[src/rtl/pe_pkg.sv]
// pe_pkg: shared definitions for the background-removal processing element.
//   - one-hot state encodings (IDLE/LOAD/RUN/DONE) and the FSM state type
//   - operating mode constants (SUM / BG)
//   - width helpers for the index, per-channel sum and squared-distance buses
package pe_pkg;

  localparam logic [3:0] ST_IDLE_OH = 4'b0001;
  localparam logic [3:0] ST_LOAD_OH = 4'b0010;
  localparam logic [3:0] ST_RUN_OH  = 4'b0100;
  localparam logic [3:0] ST_DONE_OH = 4'b1000;

  typedef enum logic [3:0] {
    ST_IDLE = ST_IDLE_OH,
    ST_LOAD = ST_LOAD_OH,
    ST_RUN  = ST_RUN_OH,
    ST_DONE = ST_DONE_OH
  } state_e;

  localparam logic MODE_SUM = 1'b0;
  localparam logic MODE_BG  = 1'b1;

  // Pixel index width; a single-pixel build still needs one bit.
  function automatic int idx_width(input int n);
    return (n > 1) ? $clog2(n) : 1;
  endfunction

  // Wide enough that n full-scale samples can never wrap.
  function automatic int sum_width(input int cw, input int n);
    return cw + $clog2(n + 1);
  endfunction

  // Three squared CW-bit differences fit in 2*CW+2 bits.
  function automatic int dist_width(input int cw);
    return 2 * cw + 2;
  endfunction

endpackage

[src/rtl/pe_dist_sq.sv]
// pe_dist_sq: combinational squared colour distance.
//   o_dist = |r-re|^2 + |g-ge|^2 + |b-be|^2, computed in DW bits.
// Ports:
//   i_r/i_g/i_b     CW  pixel colour
//   i_re/i_ge/i_be  CW  reference colour
//   o_dist          DW  squared distance
module pe_dist_sq #(
  parameter int CW = 8,
  parameter int DW = 2 * CW + 2
) (
  input  logic [CW-1:0] i_r,
  input  logic [CW-1:0] i_g,
  input  logic [CW-1:0] i_b,
  input  logic [CW-1:0] i_re,
  input  logic [CW-1:0] i_ge,
  input  logic [CW-1:0] i_be,
  output logic [DW-1:0] o_dist
);

  function automatic logic [CW-1:0] abs_diff(input logic [CW-1:0] a, input logic [CW-1:0] b);
    return (a >= b) ? (a - b) : (b - a);
  endfunction

  logic [DW-1:0] w_dr;
  logic [DW-1:0] w_dg;
  logic [DW-1:0] w_db;

  assign w_dr = {{(DW-CW){1'b0}}, abs_diff(i_r, i_re)};
  assign w_dg = {{(DW-CW){1'b0}}, abs_diff(i_g, i_ge)};
  assign w_db = {{(DW-CW){1'b0}}, abs_diff(i_b, i_be)};

  assign o_dist = (w_dr * w_dr) + (w_dg * w_dg) + (w_db * w_db);

endmodule

[src/rtl/pe_bgrem_seq.sv]
// pe_bgrem_seq: sequential multi-pixel processing element.
// Captures NUM_PIXELS packed RGB pixels on Start, then processes one pixel
// per clock either as a per-channel sum (Mode=0) or as a background test
// with colour replacement (Mode=1). Results are held until Ack in DONE.
// Optional macro PE_BG_COUNT_EN adds bg_count (replaced-pixel counter).
// Ports:
//   Clk, Reset (async, active-high)
//   Start, Mode, Ack                 control handshake
//   red_in/green_in/blue_in          packed pixels, pixel k at [k*CW +: CW]
//   red_exp/green_exp/blue_exp       expected background colour
//   threshold                        squared-distance threshold (DW)
//   bg_r/bg_g/bg_b                   replacement colour
//   red_out/green_out/blue_out       processed pixels, same packing
//   red_sum/green_sum/blue_sum       channel sums (SW)
//   Busy, Done, state_q              status; state_q one-hot {DONE,RUN,LOAD,IDLE}
//   bg_count                         (PE_BG_COUNT_EN only) replaced-pixel count
module pe_bgrem_seq
  import pe_pkg::*;
#(
  parameter int NUM_PIXELS = 4,
  parameter int CW = 8,
  localparam int CNTW = idx_width(NUM_PIXELS),
  localparam int SW = sum_width(CW, NUM_PIXELS),
  localparam int DW = dist_width(CW)
) (
  input  logic                     Clk,
  input  logic                     Reset,
  input  logic                     Start,
  input  logic                     Mode,
  input  logic                     Ack,
  input  logic [CW*NUM_PIXELS-1:0] red_in,
  input  logic [CW*NUM_PIXELS-1:0] green_in,
  input  logic [CW*NUM_PIXELS-1:0] blue_in,
  input  logic [CW-1:0]            red_exp,
  input  logic [CW-1:0]            green_exp,
  input  logic [CW-1:0]            blue_exp,
  input  logic [DW-1:0]            threshold,
  input  logic [CW-1:0]            bg_r,
  input  logic [CW-1:0]            bg_g,
  input  logic [CW-1:0]            bg_b,
  output logic [CW*NUM_PIXELS-1:0] red_out,
  output logic [CW*NUM_PIXELS-1:0] green_out,
  output logic [CW*NUM_PIXELS-1:0] blue_out,
  output logic [SW-1:0]            red_sum,
  output logic [SW-1:0]            green_sum,
  output logic [SW-1:0]            blue_sum,
  output logic                     Busy,
  output logic                     Done,
  output logic [3:0]               state_q
`ifdef PE_BG_COUNT_EN
  ,
  output logic [CNTW:0]            bg_count
`endif
);

  state_e                  r_state;
  state_e                  w_state_nxt;
  logic                    r_busy;
  logic                    r_done;
  logic                    r_mode;
  logic [CNTW-1:0]         r_idx;
  logic [CW*NUM_PIXELS-1:0] r_buf_r, r_buf_g, r_buf_b;
  logic [CW*NUM_PIXELS-1:0] r_red_out, r_green_out, r_blue_out;
  logic [SW-1:0]           r_red_sum, r_green_sum, r_blue_sum;
  logic [CW-1:0]           w_pix_r, w_pix_g, w_pix_b;
  logic [DW-1:0]           w_dist;
  logic                    w_replace;
  logic                    w_last;
`ifdef PE_BG_COUNT_EN
  logic [CNTW:0]           r_bg_count;
`endif

  // Select the pixel currently addressed by the run index.
  always_comb begin
    w_pix_r = r_buf_r[r_idx*CW +: CW];
    w_pix_g = r_buf_g[r_idx*CW +: CW];
    w_pix_b = r_buf_b[r_idx*CW +: CW];
  end

  pe_dist_sq #(.CW(CW), .DW(DW)) u_dist (
    .i_r   (w_pix_r),
    .i_g   (w_pix_g),
    .i_b   (w_pix_b),
    .i_re  (red_exp),
    .i_ge  (green_exp),
    .i_be  (blue_exp),
    .o_dist(w_dist)
  );

  // Equality counts as background.
  assign w_replace = (r_mode == MODE_BG) && (w_dist <= threshold);
  assign w_last    = (r_idx == CNTW'(NUM_PIXELS - 1));

  // Next-state logic; Ack beats a simultaneous Start in DONE.
  always_comb begin
    w_state_nxt = r_state;
    case (r_state)
      ST_IDLE: begin
        if (Start) w_state_nxt = ST_LOAD;
        else       w_state_nxt = ST_IDLE;
      end
      ST_LOAD: w_state_nxt = ST_RUN;
      ST_RUN: begin
        if (w_last) w_state_nxt = ST_DONE;
        else        w_state_nxt = ST_RUN;
      end
      ST_DONE: begin
        if (Ack) w_state_nxt = ST_IDLE;
        else     w_state_nxt = ST_DONE;
      end
      default: w_state_nxt = ST_IDLE;
    endcase
  end

  // State register with registered Busy/Done decoded from the next state.
  always_ff @(posedge Clk or posedge Reset) begin
    if (Reset) begin
      r_state <= ST_IDLE;
      r_busy  <= 1'b0;
      r_done  <= 1'b0;
    end else begin
      r_state <= w_state_nxt;
      r_busy  <= (w_state_nxt == ST_LOAD) || (w_state_nxt == ST_RUN);
      r_done  <= (w_state_nxt == ST_DONE);
    end
  end

  // Capture on Start, then one pixel slot (and sums) updated per RUN cycle.
  always_ff @(posedge Clk or posedge Reset) begin
    if (Reset) begin
      r_mode      <= MODE_SUM;
      r_idx       <= '0;
      r_buf_r     <= '0;
      r_buf_g     <= '0;
      r_buf_b     <= '0;
      r_red_out   <= '0;
      r_green_out <= '0;
      r_blue_out  <= '0;
      r_red_sum   <= '0;
      r_green_sum <= '0;
      r_blue_sum  <= '0;
`ifdef PE_BG_COUNT_EN
      r_bg_count  <= '0;
`endif
    end else begin
      case (r_state)
        ST_IDLE: begin
          if (Start) begin
            r_mode      <= Mode;
            r_buf_r     <= red_in;
            r_buf_g     <= green_in;
            r_buf_b     <= blue_in;
            r_idx       <= '0;
            r_red_sum   <= '0;
            r_green_sum <= '0;
            r_blue_sum  <= '0;
`ifdef PE_BG_COUNT_EN
            r_bg_count  <= '0;
`endif
          end
        end
        ST_RUN: begin
          r_red_out[r_idx*CW +: CW]   <= w_replace ? bg_r : w_pix_r;
          r_green_out[r_idx*CW +: CW] <= w_replace ? bg_g : w_pix_g;
          r_blue_out[r_idx*CW +: CW]  <= w_replace ? bg_b : w_pix_b;
          if (r_mode == MODE_SUM) begin
            r_red_sum   <= r_red_sum   + {{(SW-CW){1'b0}}, w_pix_r};
            r_green_sum <= r_green_sum + {{(SW-CW){1'b0}}, w_pix_g};
            r_blue_sum  <= r_blue_sum  + {{(SW-CW){1'b0}}, w_pix_b};
          end
`ifdef PE_BG_COUNT_EN
          if (w_replace) r_bg_count <= r_bg_count + {{CNTW{1'b0}}, 1'b1};
`endif
          if (!w_last) r_idx <= r_idx + {{(CNTW-1){1'b0}}, 1'b1};
        end
        default: begin
        end
      endcase
    end
  end

  assign red_out   = r_red_out;
  assign green_out = r_green_out;
  assign blue_out  = r_blue_out;
  assign red_sum   = r_red_sum;
  assign green_sum = r_green_sum;
  assign blue_sum  = r_blue_sum;
  assign Busy      = r_busy;
  assign Done      = r_done;
  assign state_q   = r_state;
`ifdef PE_BG_COUNT_EN
  assign bg_count  = r_bg_count;
`endif

endmodule

[config.mk]
export PLATFORM = sky130hd
export DESIGN_NAME = pe_bgrem_seq
export DESIGN_NICKNAME = d
export VERILOG_FILES = /design/src/rtl/pe_pkg.sv /design/src/rtl/pe_dist_sq.sv /design/src/rtl/pe_bgrem_seq.sv
export SDC_FILE = /design/constraint.sdc
export NUM_CORES = 1
export LEC_CHECK = 0
export ABC_AREA = 1
export CAP_MARGIN = 10
export CORE_MARGIN = 5
export CORE_UTILIZATION = 57
export CTS_BUF_LIST = sky130_fd_sc_hd__clkbuf_2
export CTS_CLUSTER_SIZE = 16
export DETAILED_ROUTE_END_ITERATION = 12
export PLACE_DENSITY = 0.84
export SLEW_MARGIN = 30
export SYNTH_ARGS = -nofsm -noshare
export SYNTH_HDL_FRONTEND = slang
export SYNTH_SLANG_ARGS = --single-unit
[constraint.sdc]
create_clock -name Clk -period 12.95 [get_ports Clk]
set_input_delay 2.59 -clock Clk [delete_from_list [all_inputs] [get_ports Clk]]
set_output_delay 2.59 -clock Clk [all_outputs]
set_load 0.05 [all_outputs]
# == Word-level counts from Yosys, hierarchy flattened ==
# Index checks and enable logic that the tools add are counted.
# totals
output_inout_bits,135
ff_bits,234
in_bits,167
# classes
n_eq_ne,11
n_mux,23
order_cmp,4
shift,7
addsub,13
mul,3
reduce_logical,6
# op_table
operator,count
indexed part select 8 x 34 -> 32 bit,3
bitwise mux 32 bit,3
indexed part select 32 x 6 -> 8 bit,3
one-hot mux 11 bit (2 select lines),3
multiplier 8 x 8 -> 16 bit,3
2-to-1 mux 8 bit,6
subtractor 8 bit,6
2-to-1 mux 11 bit,4
adder 18 bit,2
negator 5 -> 34 bit,1
variable shift 8 x 34 -> 32 bit (first input constant),1
adder 11 x 8 -> 11 bit,3
greater-or-equal comparator 8 bit,3
<= comparator 18 bit,1
one-hot mux 4 bit (4 select lines),1
== test 4 x 2 -> 1 bit (second input constant),2
== test 4 x 3 -> 1 bit (second input constant),2
== test 4 bit (second input constant),2
2-to-1 mux 4 bit,2
2-to-1 mux 2 bit,3
inequality test 2 bit (second input constant),3
AND reduction 3 bit,2
== test 4 x 1 -> 1 bit (second input constant),1
one-hot mux 2 bit (2 select lines),1
other kinds (6),6

# == Depth between registers and ports, before layout ==
# Gate-level depths: netlist of run 1.
# logic_depth
ltp_word,11
depth_mapped,59
ltp_nobuf,57

# == Cells and area by module ==
# From an unflattened synthesis of run 1, not the netlist that was laid out.
# hier_totals
hier_cells,2654
area_unflattened_um2,20175.6
# by_module_without_submodules
mod,area_each_um2,cells_per_inst,n_inst
pe_bgrem_seq,11763.8,1463,1
pe_dist_sq,8411.8,1191,1

# == Least setup slack after synthesis of run 1 ==
# Ideal clock, no wire load.
# synth_path
kind,in2reg
startpoint,in red_exp[0]
endpoint,reg r_blue_out[17] (netlist: blue_out[17])
setup_ns,0.077
slack_ns,2.606
t_required_ns,12.873
path_stages,48
t_arrival_ns,10.268
cell_sequence,ha_1 -> inv_1 -> fa_1 -> nand3_1 -> nand3_1 -> nand2_1 -> nand3_2 -> nand2_1 -> nand2_1 -> inv_1 -> nand3_1 -> fa_1 -> inv_1 -> fa_1 -> fa_1 -> inv_1 -> fa_1 -> inv_1 -> [... 12 more ...] -> nand2_1 -> nand2_1 -> nand2_1 -> a21oi_1 -> ha_1 -> nand2_1 -> nor2_1 -> nand2_1 -> nor2_1 -> o21ai_1 -> nand3_2 -> nand2_4 -> nand2_4 -> buf_4 -> nand2_1 -> nand2_2 -> nand2_1 -> o21ai_1
# synth_via
elab_chain_len,10
# synth_rtl
element,line,source
start: declaration,pe_bgrem_seq.sv:34,"input logic [CW-1:0] red_exp,"
subtractor 8 bit or greater-or-equal comparator 8 bit (tied branches),pe_dist_sq.sv:21,return (a >= b) ? (a - b) : (b - a);
2-to-1 mux 8 bit (*),pe_dist_sq.sv:21,
multiplier 8 x 8 -> 16 bit (*),pe_dist_sq.sv:32,assign o_dist = (w_dr * w_dr) + (w_dg * w_dg) + (w_db * w_db);
adder 18 bit (*) (2 in series),pe_dist_sq.sv:32,
<= comparator 18 bit (*),pe_bgrem_seq.sv:91,assign w_replace = (r_mode == MODE_BG) && (w_dist <= threshold);
logical AND 1 bit (*),pe_bgrem_seq.sv:91,
2-to-1 mux 8 bit (*),pe_bgrem_seq.sv:165,r_blue_out[r_idx*CW +: CW] <= w_replace ? bg_b : w_pix_b;
indexed part select 8 x 34 -> 32 bit (*),pe_bgrem_seq.sv:165,
bitwise mux 32 bit (*),pe_bgrem_seq.sv:165,
end signal: indexed assignment,pe_bgrem_seq.sv:165,
end: declaration,pe_bgrem_seq.sv:63,"logic [CW*NUM_PIXELS-1:0] r_red_out, r_green_out, r_blue_out;"
# Mark *: on every way between the ends. The rest lies on a longest branch, timed or not.
# A chain may end at the register's enable or synchronous reset.

# == Worst setup path after layout of run 1 ==
# layout_path
startpoint,reg r_idx[1]
endpoint,reg r_green_out[22] (netlist: green_out[22])
# layout_via
elab_chain_len,11
# layout_rtl
element,line,source
start: declaration,pe_bgrem_seq.sv:61,logic [CNTW-1:0] r_idx;
start signal: assignment,pe_bgrem_seq.sv:174,"if (!w_last) r_idx <= r_idx + {{(CNTW-1){1'b0}}, 1'b1};"
"indexed part select 32 x 6 -> 8 bit, on equally long branches","pe_bgrem_seq.sv:75, pe_bgrem_seq.sv:76",
subtractor 8 bit or greater-or-equal comparator 8 bit (tied branches),pe_dist_sq.sv:21,
2-to-1 mux 8 bit,pe_dist_sq.sv:21,
multiplier 8 x 8 -> 16 bit,pe_dist_sq.sv:32,
adder 18 bit (2 in series),pe_dist_sq.sv:32,
<= comparator 18 bit,pe_bgrem_seq.sv:91,
logical AND 1 bit,pe_bgrem_seq.sv:91,
2-to-1 mux 8 bit,pe_bgrem_seq.sv:164,r_green_out[r_idx*CW +: CW] <= w_replace ? bg_g : w_pix_g;
indexed part select 8 x 34 -> 32 bit,pe_bgrem_seq.sv:164,
bitwise mux 32 bit (*),pe_bgrem_seq.sv:164,
end signal: indexed assignment,pe_bgrem_seq.sv:164,
end: declaration,pe_bgrem_seq.sv:63,
# Marked as above.

==> impl_metrics.yaml, run 1 <==
status:
  status: "complete, no violations"
cts:
  tritoncts: "done"
  clk_latency_ns: 0.86
  clk_pin_slew_worst_paths_ns: 0.12
  root_buffer: "clkbuf_2"
  ctsLongestPathBuffers: 3
  cts_resized: 0
  cts_buffers: 55
  cts_sinks: 234
  htreeDepth: 2
  post_cts_buffers: 0
  cts-hold-fix-buffers: 0
timing:
  setup_viol: 0
  clock.fmax_ghz: 0.08690
  period_needed_ns: 11.51
  finalCritPeriodShare: 0.8887
  hold_viol: 0
  rsz0062_at_grt: "no"
  worstMarginPinSlew_ns: 1.026
  drv_slew: 0
  finClkSkew_ns: 0.1131
  fin_tns_setup_ns: 0
  relSlewSlack: 0.3157
final_layout:
  n_fill_cell: 2846
  areaGrowthSynthToFinish_pct: 19.15
  layout-drive-gt1-share: 0.06356
  final_common_cell: "nand2_1"
  final_nets: 3368
  final_cell_mix: "nand2_1 (757), inv_1 (428), clkdlybuf4s50_1 (301)"
yosys:
  netlist_top_cells_area: "dfrtp_1 (29%), nand2_1 (14%), ha_1 (12%)"
  syn_nets: 3076
  synth_top_family_by_area: "simple AND/OR/NAND/NOR gates"
  synth_area_um2: 19970
  yosys_warnings: 0
  synthAdderAreaFrac: 0.2241
  synth_ff_type: "dfrtp_1"
  ys_async_sr_fraction: 1.000
  synth-edff-count: 0
  netlist_instances: 2612
  ys_ff_latch: 234
  synth_compound_gate_area_share: 0.09706
  synth_cell_types: 49
  synthMuxAreaShare: 0.001504
  synthXorXnorAreaFrac: 0.04467
  ys_seq_area_frac: 0.2933
  avgSynthCellArea_um2: 7.645
  synthSimpleGateAreaFrac: 0.2337
  synth_top_area_share: 0.2920
  synth_top_area_cell: "dfrtp_1"
detailed_routing:
  routedLengthMet1_um: 23140
  post-route-drc-count: 0
  dr.pass1.iters: 8
  vias: 18540
  drtAntennaViolNets: 0
  vias_per_cell: 5.455
  dr_wl_met3_um: 5802
  top_layer_used: "met5"
  met2_length_um: 28400
  avgRoutedWirePerCell_um: 17.69
  initialDrtViolationCount: 1316
  wl_um: 60150
setup_path:
  critPathLaunch: "r_idx[1]"
  critPathBufInv: 5
  cp-start-kind: "flip-flop"
  worst-path-stages: 47
  r2r_end: "green_out[22]"
  crit_fanout: 30
  rr_startpoint: "r_idx[1]"
  end_kind: "flip-flop"
  ff2ff_setup_slack_ns: 1.44
  critical-path-slowest-cell: "clkinv_1"
  critPathCapture: "green_out[22]"
  worst_ep_arrival_time_ns: 12.28
  cpMostUsedCell: "nand2_1"
  crit_type: "flip-flop to flip-flop"
  ff2ff_path_depth: 47
  max_stage_delay_ns: 0.78
  crit_required_ns: 13.73
  critPathTopFamily: "adder cells"
die:
  die_height_um: 197.2
  coreArea_um2: 34540
  die-area_um2: 38880
  die_x_um: 197.2
  fp-row-count: 68
  initial_core_util: 0.5781
  io_pins: 302
place:
  dpl.hpwl_um: 46220
  gp_congestion: 0.9486
  portBuffers: 301
grt:
  grt_pass1_vias: 18620
  grt_pass1_wl_um: 95770
  gr-total-overflow: 0
  antenna_found_initial: 3
  grt_use_total: 0.3047
  grt_max_degree: 116
hold_path:
  hold_class: "flip-flop to flip-flop"
run:
  cap_violations: 0
[sequential cells by signal, indices dropped and copies added, names as in the netlist]
register and count:
Busy 1, Done 1, r_idx 2, red_sum 11, green_sum 11, blue_out 32
blue_sum 11, r_mode 1, red_out 32, r_buf_r 32, state_q 4, r_buf_b 32
r_buf_g 32, green_out 32
[final cells by class]
class	instances	area, um^2	area share
multi-input combinational	1844	12020	0.5050
sequential	234	5862	0.2464
timing repair buffer	327	3207	0.1348
inverter	442	1672	0.07026
tap	455	569.3	0.02393
clock buffer	79	395.4	0.01662
clock inverter	16	66.31	0.002787
antenna	2	5.005	0.0002103
[cell usage after synthesis (all sizes together), types with 2 or more instances]
cell type / n
o21bai: 12
clkbuf: 31
fa: 101
dfrtp: 233
nand2: 788
buf: 61
mux2i: 3
o211ai: 3
ha: 196
nand3: 88
o21ai: 129
inv: 442
o2111ai: 3
o21a: 2
nand4: 62
a31oi: 9
a32oi: 21
nor2: 140
a31o: 2
a21oi: 126
xnor2: 32
a21o: 9
o22ai: 22
nor3: 17
or2: 2
xor2: 69
nand3b: 3
[worst min-delay path, delay by kind of cell, from the launching register on]
kind,cells,cell delay [ns]
flip-flops,1,0.35
AND/OR/NAND/NOR,2,0.10
[logic make-up after synthesis]
kind of cell,Yosys count
AOI/OAI and AO/OA,340
and+or+nand+nor,1103
xor gates and xnor gates,101
muxes,3
adders and majority gates,297
buffers and inverters,534
DFF,234
[per-layer routing]
metal | up-vias | GRT usage
li1 | 8838 | -
met5 | - | 0
met3 | 143 | 0.06584
met2 | 835 | 0.5095
met1 | 8725 | 0.3877
met4 | 2 | 0.1228
[how the worst min path moves through the flow]
stage | startpoint | cells past startpoint | slack [ns] | endpoint
floorplan | r_buf_r[23] | 2 | 0.44 | r_buf_r[23]
global placement | r_buf_g[23] | 2 | 0.45 | r_buf_g[23]
detailed placement | r_buf_b[23] | 2 | 0.46 | r_buf_b[23]
CTS | r_buf_g[19] | 2 | 0.48 | r_buf_g[19]
global route | r_buf_r[12] | 2 | 0.50 | r_buf_r[12]
finish | r_buf_g[16] | 2 | 0.48 | r_buf_g[16]
[metrics by stage]
step	util	hold slack, ns	instance area, um^2	cells	setup WS, ns
after floorplan	-	0.4366	19970	2612	2.606
after CTS	0.6884	0.4831	23780	3397	1.444
after global placement	0.6742	0.4528	23290	3298	0.8599
after global routing	0.6888	0.5039	23790	3399	0.5827
final	0.6888	0.4811	23790	3399	1.442
after detailed placement	0.6750	0.4574	23320	3302	0.7415
Power of run 1 is left out: the tool's default activity adds up to more than one toggle a clock period on the data nets, which glitch-free logic cannot reach.
==> run 2, diff against run 1 <==
--- a/config.mk
+++ b/config.mk
@@ -7,7 +7,6 @@
 export LEC_CHECK = 0
 export ABC_AREA = 1
 export CAP_MARGIN = 10
-export CORE_MARGIN = 5
 export CORE_UTILIZATION = 57
 export CTS_BUF_LIST = sky130_fd_sc_hd__clkbuf_2
 export CTS_CLUSTER_SIZE = 16
==> impl_metrics.yaml, run 2 (synthesized netlist as in run 1, its figures left out) <==
status:
  status: "complete, no violations"
timing:
  rsz0062_at_grt: "no"
  period_needed_ns: 11.46
  fin_tns_setup_ns: 0
  drv_slew: 0
  worstMarginPinSlew_ns: 1.018
  hold_viol: 0
  setup_viol: 0
  setup_ws_ns: 1.494
  finClkSkew_ns: 0.05073
  relSlewSlack: 0.3215
  finalCritPeriodShare: 0.8846
  clock.fmax_ghz: 0.08729
cts:
  ctsLongestPathBuffers: 3
  cts_sinks: 234
  tritoncts: "done"
  cts_resized: 0
  htreeDepth: 2
  root_buffer: "clkbuf_2"
  post_cts_buffers: 0
  cts-hold-fix-buffers: 0
  clk_latency_ns: 0.88
  clk_pin_slew_worst_paths_ns: 0.11
  cts_buffers: 53
detailed_routing:
  wl_um: 58390
  vias: 18690
  dr.pass1.iters: 6
  initialDrtViolationCount: 1344
  post-route-drc-count: 0
  drtAntennaViolNets: 0
  vias_per_cell: 5.504
  avgRoutedWirePerCell_um: 17.19
place:
  gp_congestion: 0.9149
  dpl.hpwl_um: 44600
  portBuffers: 301
  pre_cts_slack_ns: 0.7866
  place_area_um2: 23320
die:
  io_pins: 302
  die-area_um2: 35790
  die_x_um: 189.2
  coreArea_um2: 34540
  die_height_um: 189.2
  initial_core_util: 0.5781
  fp-row-count: 68
setup_path:
  cp-start-kind: "flip-flop"
  end_kind: "flip-flop"
  crit_required_ns: 13.73
  cpMostUsedCell: "nand2_1"
  crit_type: "flip-flop to flip-flop"
  worst_ep_arrival_time_ns: 12.24
  max_stage_delay_ns: 0.81
  critical-path-slowest-cell: "o22ai_1"
  crit_fanout: 79
final_layout:
  layout-drive-gt1-share: 0.06159
  areaGrowthSynthToFinish_pct: 19.14
  final_common_cell: "nand2_1"
  final_util: 0.6888
  final_nets: 3367
  final_area_um2: 23790
  final_cell_mix: "nand2_1 (757), inv_1 (429), clkdlybuf4s50_1 (301)"
grt:
  antenna_found_initial: 2
  grt_pass1_vias: 18560
  grt_pass1_wl_um: 92850
  grt_use_total: 0.3276
  gr-total-overflow: 0
  grt_max_degree: 112
run:
  cap_violations: 0
hold_path:
  hold_class: "flip-flop to flip-flop"
==> run 2: stage by stage <==
stage / cells / hold slack [ns]
2_1_floorplan: 2612 / 0.4366
3_3_place_gp: 3298 / 0.4508
3_5_place_dp: 3302 / 0.4582
4_1_cts: 3393 / 0.4849
5_1_grt: 3396 / 0.5032
6_report: 3396 / 0.4840
==> run 2: final timing paths <==
check	startpoint	end	slack, ns	cells past startpoint
setup / recovery	r_idx[0]	green_out[20]	1.49	45
hold / removal	r_buf_b[12]	r_buf_b[12]	0.48	2
setup reg to reg	r_idx[0]	green_out[20]	1.49	45
max in group asynchronous	Reset	r_buf_r[19]	9.49	3
min in group asynchronous	Reset	green_out[6]	2.21	2
hold reg to reg	r_buf_b[12]	r_buf_b[12]	0.48	2
==> run 2: layout make-up <==
| cell class | count | area, um^2 |
|---|---|---|
| repair buffers | 328 | 3234 |
| clock inverters | 19 | 72.57 |
| well taps | 455 | 569.3 |
| clock buffers | 72 | 360.3 |
| fillers | 2857 | 10750 |
| inverters | 442 | 1672 |
| multi-input cells | 1844 | 12020 |
| flip-flops and latches | 234 | 5862 |
| diodes | 2 | 5.005 |
==> run 2: worst max-delay path, delay by kind of cell, from the launching register on <==
family          cells  cell delay (ns)
buf+inv             6             1.29
fa+ha+maj           9             3.85
flops               1             0.69
xor+xnor            2             0.41
compound gates     12             2.84
simple gates       16             2.28
==> run 2: per-layer routing <==
metal | vias to the layer above | GRT usage | routed length [um]
met5 | - | 0 | 0
met4 | 0 | 0.1659 | 3007
met2 | 818 | 0.5549 | 28030
li1 | 8834 | - | -
met1 | 8873 | 0.4007 | 22710
met3 | 166 | 0.05931 | 4645
Power of run 2 is left out for the same reason.
